[src/rtl/seg_disp_sched_pkg.sv]
// Shared definitions for the 7-seg display scheduler: owner states, digit
// strobe patterns, default timing and small slot helpers.
package seg_disp_sched_pkg;

  typedef enum logic [1:0] {
    IDLE = 2'd0,
    OWN0 = 2'd1,
    OWN1 = 2'd2
  } state_t;

  localparam logic [3:0] STROBE_D0 = 4'b1110;
  localparam logic [3:0] STROBE_D1 = 4'b1101;
  localparam logic [3:0] STROBE_D2 = 4'b1011;
  localparam logic [3:0] STROBE_D3 = 4'b0111;
  localparam logic [3:0] BLANK     = 4'b1111;

  localparam int DEF_SCAN_DIV = 65536;
  localparam int DEF_HOLD_CYC = 2400000;

  // Active-low strobe for a digit slot
  function automatic logic [3:0] strobe_for(input logic [1:0] idx);
    case (idx)
      2'd0:    strobe_for = STROBE_D0;
      2'd1:    strobe_for = STROBE_D1;
      2'd2:    strobe_for = STROBE_D2;
      default: strobe_for = STROBE_D3;
    endcase
  endfunction

  // BCD nibble of a digit slot
  function automatic logic [3:0] nibble_for(input logic [15:0] snap, input logic [1:0] idx);
    case (idx)
      2'd0:    nibble_for = snap[3:0];
      2'd1:    nibble_for = snap[7:4];
      2'd2:    nibble_for = snap[11:8];
      default: nibble_for = snap[15:12];
    endcase
  endfunction

  // True when this digit and every higher digit are zero (digit 0 never blanks)
  function automatic logic lead_zero(input logic [15:0] snap, input logic [1:0] idx);
    case (idx)
      2'd0:    lead_zero = 1'b0;
      2'd1:    lead_zero = (snap[15:4] == 12'd0);
      2'd2:    lead_zero = (snap[15:8] == 8'd0);
      default: lead_zero = (snap[15:12] == 4'd0);
    endcase
  endfunction

  // One-hot owner code
  function automatic logic [1:0] gnt_for(input state_t s);
    case (s)
      OWN0:    gnt_for = 2'b01;
      OWN1:    gnt_for = 2'b10;
      default: gnt_for = 2'b00;
    endcase
  endfunction

endpackage

[src/rtl/seg_disp_sched_scan_timer.sv]
// Digit scan timer: scan_cnt counts 0..SCAN_DIV-1, digit_idx steps on each
// wrap; slot_wrap marks the wrap cycle and fb the wrap that closes a frame.
module seg_scan_timer
  import seg_disp_sched_pkg::*;
#(
  parameter int SCAN_DIV = DEF_SCAN_DIV
) (
  input  logic       clk,
  input  logic       rst,
  output logic [1:0] digit_idx,
  output logic       slot_wrap,
  output logic       fb
);

  localparam int CW = (SCAN_DIV > 1) ? $clog2(SCAN_DIV) : 1;

  logic [CW-1:0] scan_cnt;

  assign slot_wrap = (scan_cnt == CW'(SCAN_DIV - 1));
  assign fb        = slot_wrap && (digit_idx == 2'd3);

  // Free-running slot counter; keeps scanning in every owner state
  always_ff @(posedge clk) begin
    if (rst) begin
      scan_cnt  <= '0;
      digit_idx <= 2'd0;
    end else if (slot_wrap) begin
      scan_cnt  <= '0;
      digit_idx <= digit_idx + 2'd1;
    end else begin
      scan_cnt  <= scan_cnt + CW'(1);
    end
  end

endmodule

[src/rtl/seg_disp_sched.sv]
// Two-source scheduler for the 4-digit multiplexed 7-seg display.
// Arbitrates ownership at frame boundaries, snapshots the owner's digits and
// drives registered digit strobes / BCD nibble.
// Optional macro SEG_LZ_BLANK_EN enables leading-zero blanking of digits 3..1.
module seg_disp_sched
  import seg_disp_sched_pkg::*;
#(
  parameter int SCAN_DIV = DEF_SCAN_DIV,
  parameter int HOLD_CYC = DEF_HOLD_CYC
) (
  input  logic        clk_24m,
  input  logic        rst,
  input  logic        req0,
  input  logic        req1,
  input  logic [15:0] data0,
  input  logic [15:0] data1,
  output logic [1:0]  gnt,
  output logic [3:0]  digit_num,
  output logic [3:0]  sm_bit,
  output logic        busy
);

  localparam logic [24:0] HOLD_MAX = 25'(HOLD_CYC);

  state_t      state, state_next, disp_state;
  logic [24:0] hold_cnt;
  logic [15:0] snapshot, snap_next, disp_snap;
  logic [1:0]  digit_idx, idx_next;
  logic        slot_wrap, fb;
  logic [3:0]  strobe_next, num_next;

  seg_scan_timer #(.SCAN_DIV(SCAN_DIV)) u_timer (
    .clk       (clk_24m),
    .rst       (rst),
    .digit_idx (digit_idx),
    .slot_wrap (slot_wrap),
    .fb        (fb)
  );

  // Ownership arbitration, only evaluated on the frame boundary
  always_comb begin
    state_next = state;
    if (fb) begin
      case (state)
        IDLE: begin
          if (req1)      state_next = OWN1;
          else if (req0) state_next = OWN0;
        end
        OWN0: begin
          if (!req0)                         state_next = req1 ? OWN1 : IDLE;
          else if (req1 && hold_cnt >= HOLD_MAX) state_next = OWN1;
        end
        OWN1: begin
          if (!req1) state_next = req0 ? OWN0 : IDLE;
        end
        default: state_next = IDLE;
      endcase
    end
  end

  // Next slot contents; at the frame boundary the incoming owner's data is used directly
  always_comb begin
    case (state_next)
      OWN0:    snap_next = data0;
      OWN1:    snap_next = data1;
      default: snap_next = 16'd0;
    endcase
    idx_next    = digit_idx + 2'd1;
    disp_state  = fb ? state_next : state;
    disp_snap   = fb ? snap_next : snapshot;
    strobe_next = BLANK;
    num_next    = 4'd0;
    if (disp_state != IDLE) begin
      strobe_next = strobe_for(idx_next);
      num_next    = nibble_for(disp_snap, idx_next);
`ifdef SEG_LZ_BLANK_EN
      if (lead_zero(disp_snap, idx_next)) strobe_next = BLANK;
`endif
    end
  end

  // Owner state, hold timer, frame snapshot and registered display outputs
  always_ff @(posedge clk_24m) begin
    if (rst) begin
      state     <= IDLE;
      hold_cnt  <= '0;
      snapshot  <= 16'd0;
      gnt       <= 2'b00;
      busy      <= 1'b0;
      sm_bit    <= BLANK;
      digit_num <= 4'd0;
    end else begin
      state <= state_next;
      if (state_next != state) begin
        hold_cnt <= '0;
      end else if (state == OWN0 && hold_cnt < HOLD_MAX) begin
        hold_cnt <= hold_cnt + 25'd1;
      end
      if (fb) begin
        snapshot <= snap_next;
        gnt      <= gnt_for(state_next);
        busy     <= (state_next != IDLE);
      end
      if (slot_wrap) begin
        sm_bit    <= strobe_next;
        digit_num <= num_next;
      end
    end
  end

endmodule

[config.mk]
export PLATFORM = sky130hd
export DESIGN_NAME = seg_disp_sched
export DESIGN_NICKNAME = d
export VERILOG_FILES = /design/src/rtl/seg_disp_sched_pkg.sv /design/src/rtl/seg_disp_sched_scan_timer.sv /design/src/rtl/seg_disp_sched.sv
export SDC_FILE = /design/constraint.sdc
export NUM_CORES = 1
export LEC_CHECK = 0
export BUFFER_PORTS_ARGS = -buffer_cell sky130_fd_sc_hd__buf_4
export CAP_MARGIN = 20
export CORE_MARGIN = 4
export CORE_UTILIZATION = 29
export CTS_BUF_LIST = sky130_fd_sc_hd__clkbuf_8
export DETAILED_ROUTE_END_ITERATION = 7
export GPL_TIMING_DRIVEN = 0
export SLEW_MARGIN = 20
export SYNTH_ARGS = -nofsm -noshare
export SYNTH_HDL_FRONTEND = slang
export SYNTH_SLANG_ARGS = --single-unit
export TNS_END_PERCENT = 10
[constraint.sdc]
create_clock -name clk_24m -period 6.7 [get_ports clk_24m]
set_input_delay 2.01 -clock clk_24m [delete_from_list [all_inputs] [get_ports clk_24m]]
set_output_delay 2.01 -clock clk_24m [all_outputs]
set_load 0.005 [all_outputs]
==> results.sh <==
export IMPL_cts_root_buf="clkbuf_8"
export IMPL_vias=2947
export IMPL_whs_path_depth=1
export IMPL_r2r_cells=16
export IMPL_timing_rr_start="u_timer.scan_cnt[0]"
export IMPL_slew_viol_final=0
export IMPL_cp_slowest_cell="a2111oi_0"
export IMPL_fin_ws_ns=2.07
export IMPL_fin_skew_ns=0.0133
export IMPL_cts_tree="built"
export IMPL_cts_sinks=72
export IMPL_wirelength_um=8150
export IMPL_diodes=0
export IMPL_syn_inst=413
export IMPL_core_area_mm2=0.0121
export IMPL_clk_latency_ns=0.35
export IMPL_cp_start_kind="input port"
export IMPL_clock_fmax_mhz=216
export IMPL_ios=47
export IMPL_hold_violations=0
export IMPL_p_leak_nw=1.57
export IMPL_cts_max_level=3
export IMPL_portBuffers=45
export IMPL_placed_area_mm2=0.00418
export IMPL_grt_pass1_wl_um=14300
export IMPL_postCtsSetupRepairBufs=0
export IMPL_timing_rr_end="digit_num[2]"
export IMPL_drv_cap=0
export IMPL_power_share_switching=0.215
export IMPL_required_ns=6.93
export IMPL_critical_path_class="input port to register"
export IMPL_fin_nets=518
export IMPL_critPathLaunch="req1"
export IMPL_combPwrFrac=0.040
export IMPL_p_int_w=0.000654
export IMPL_cts_buffers_inserted=9
export IMPL_gp_congestion=0.790
export IMPL_synth_top_area_cell="dfxtp_1"
export IMPL_area_growth_pct=20.9
export IMPL_initial_utilization=0.300
export IMPL_clockPowerShare=0.443
export IMPL_post_route_cells_drive_above_1_share=0.207
export IMPL_cts_resized=0
export IMPL_path_max_fanout=10
export IMPL_crit_family="compound AO/OA/AOI/OAI gates"
export IMPL_r2r_slack_ns=2.25
export IMPL_synthFlopType="dfxtp_1"
export IMPL_slowest_delay_ns=0.50
export IMPL_hpwl_um=6070
export IMPL_grt_max_degree=13
export IMPL_min_period_ns=4.63
export IMPL_hp_class="register to register"
export IMPL_synthMostInstantiatedCell="dfxtp_1"
export IMPL_slew_headroom=0.511
export IMPL_hold_ws_ns=0.470
export IMPL_holdBufCountCts=0
export IMPL_grt_overflow_total=0
export IMPL_route_detailed_drc=0
export IMPL_ys_ff_latch=72
export IMPL_dr_pass1_iters=4
export IMPL_worstHoldStart="u_timer.scan_cnt[0]"
export IMPL_synth_fp_nets=462
export IMPL_stdcell_area_mm2=0.00439
export IMPL_power_frac_seq=0.517
export IMPL_viasPerCell=4.59
export IMPL_crit_buf_inv=4
export IMPL_synth_top_area_share=0.397
export IMPL_synth_enable_flop_cells=0
export IMPL_min_to="u_timer.scan_cnt[0]"
export IMPL_wl_per_cell_um=12.7
export IMPL_status="finished, final reports clean"
export IMPL_drt_initial_drc_count=98
export IMPL_syn_area_mm2=0.00363
export IMPL_worst_pin_slew_ns=0.727
export IMPL_arrival_ns=4.85
export IMPL_die_area_mm2=0.0144
export IMPL_rsz0062_at_grt="false"
export IMPL_ys_seq_area_frac=0.397
export IMPL_die_w_um=120
export IMPL_path_cells="buf_4 > nor2_1 > a22o_1 > a22oi_1 > inv_1 > ha_1 > clkbuf_1 > clkbuf_1 > a22oi_1 > nor2b_1 > mux2i_1 > nor2b_1 > a2111oi_0 > o21ai_1"
export IMPL_die_h_um=120
export IMPL_grt_pass1_vias=2909
export IMPL_p_sw_w=0.000179
export IMPL_setup_viol_count_final=0
export IMPL_post_route_period_util=0.691
export IMPL_ys_top_cells_by_area="dfxtp_1, nor2b_1, nor2_1"
export IMPL_ir_drop_mv=0.0978
export IMPL_place_ws_ns=1.69
export IMPL_yosysWarnings=0
export IMPL_grt_usage=0.122
export IMPL_async_flop_share=0
export IMPL_ys_types=47
export IMPL_synth_commonest_cells="dfxtp_1, nor2_1, nand2_1"
export IMPL_detail_route_antenna_nets=0
export IMPL_avgSynthCellArea_um2=8.79
export IMPL_endpoint_kind="register"
export IMPL_powerDensity_mw_per_mm2=190
export IMPL_antenna_found_initial=0
export IMPL_clock_path_buffers=2
export IMPL_num_rows=40
export IMPL_clk_pin_slew_ns=0.08
export IMPL_final_setup_tns_ns=0
## power groups by stage
| stage | Combinational, W | Sequential (W) | Clock, W |
|---|---|---|---|
| floorplan | 0.0000134 | 0.000440 | 0 |
| global placement | 0.0000329 | 0.000441 | 0 |
| detailed placement | 0.0000334 | 0.000441 | 0 |
| CTS | 0.0000335 | 0.000431 | 0.000382 |
| global route | 0.0000367 | 0.000431 | 0.000398 |
| finish | 0.0000331 | 0.000431 | 0.000369 |
## through the flow
step | instances | total power (W) | util
3_5_place_dp | 626 | 0.000474 | 0.345
2_1_floorplan | 413 | 0.000454 | -
6_report | 642 | 0.000833 | 0.363
3_3_place_gp | 626 | 0.000474 | 0.345
4_1_cts | 642 | 0.000846 | 0.363
5_1_grt | 642 | 0.000866 | 0.363
## how the worst max path moves through the flow
stage | endpoint | slack [ns] | cells after the start
after floorplan | digit_num[2] | 2.49 | 13
after global placement | digit_num[2] | 1.86 | 14
after detailed placement | digit_num[2] | 1.69 | 14
after CTS | digit_num[2] | 2.09 | 14
after global routing | digit_num[2] | 1.83 | 14
final | digit_num[2] | 2.07 | 14
## flip-flops by register name, summed over array words and instances, names as in the netlist
register / flops
digit_num: 4
state: 2
u_timer.scan_cnt: 16
u_timer.digit_idx: 2
hold_cnt: 25
gnt: 2
snapshot: 16
sm_bit: 4
busy: 1
## cells in the final DEF, fill, tap and decap left out, types with 3 or more instances in the layout
cell / Yosys / routed
nor2b_1: 28 / 28
clkbuf_1: 10 / 10
clkbuf_8: 0 / 9
a22oi_1: 13 / 13
dfxtp_1: 72 / 72
a2111oi_0: 4 / 4
o21ai_0: 3 / 3
or3_1: 3 / 3
xor2_1: 18 / 18
buf_6: 3 / 3
and2_1: 3 / 3
a22o_1: 5 / 5
o21ai_1: 9 / 9
nor2_2: 20 / 20
buf_2: 3 / 3
a21oi_1: 12 / 12
ha_1: 13 / 13
nand4_1: 7 / 7
inv_1: 12 / 13
and3_1: 10 / 10
nor3_1: 3 / 3
mux2i_1: 12 / 12
nand2_1: 44 / 44
xnor2_1: 13 / 13
nand3_1: 17 / 17
buf_4: 0 / 45
and4_1: 3 / 3
clkinv_2: 0 / 3
nor2_1: 46 / 46
## layer usage
layer	up-vias	global-route usage	wire length, µm
li1	1523	-	-
met1	1370	0.158	3910
met2	50	0.196	3840
met3	4	0.0382	337
met4	0	0.0308	64
met5	-	0	0
## layout make-up
cell class / instances / area (µm²)
Sequential cell: 72 / 1440
Buffer: 17 / 90.1
Clock inverter: 7 / 87.6
Tap cell: 168 / 210
Multi-Input combinational cell: 312 / 2050
Fill cell: 1275 / 7720
Clock buffer: 9 / 124
Inverter: 12 / 45.0
Timing Repair Buffer: 45 / 338
## cells by family (layout without fill, tap and decap cells)
kind of cell / Yosys count / count (layout) / synth area share
xor+xnor: 31 / 31 / 0.0748
fa+ha+maj: 13 / 13 / 0.0448
mux: 12 / 12 / 0.0331
buf+inv: 29 / 90 / 0.0372
flops: 72 / 72 / 0.397
simple gates: 195 / 195 / 0.286
compound gates: 61 / 61 / 0.127
Power figures use the tool's default switching activity.
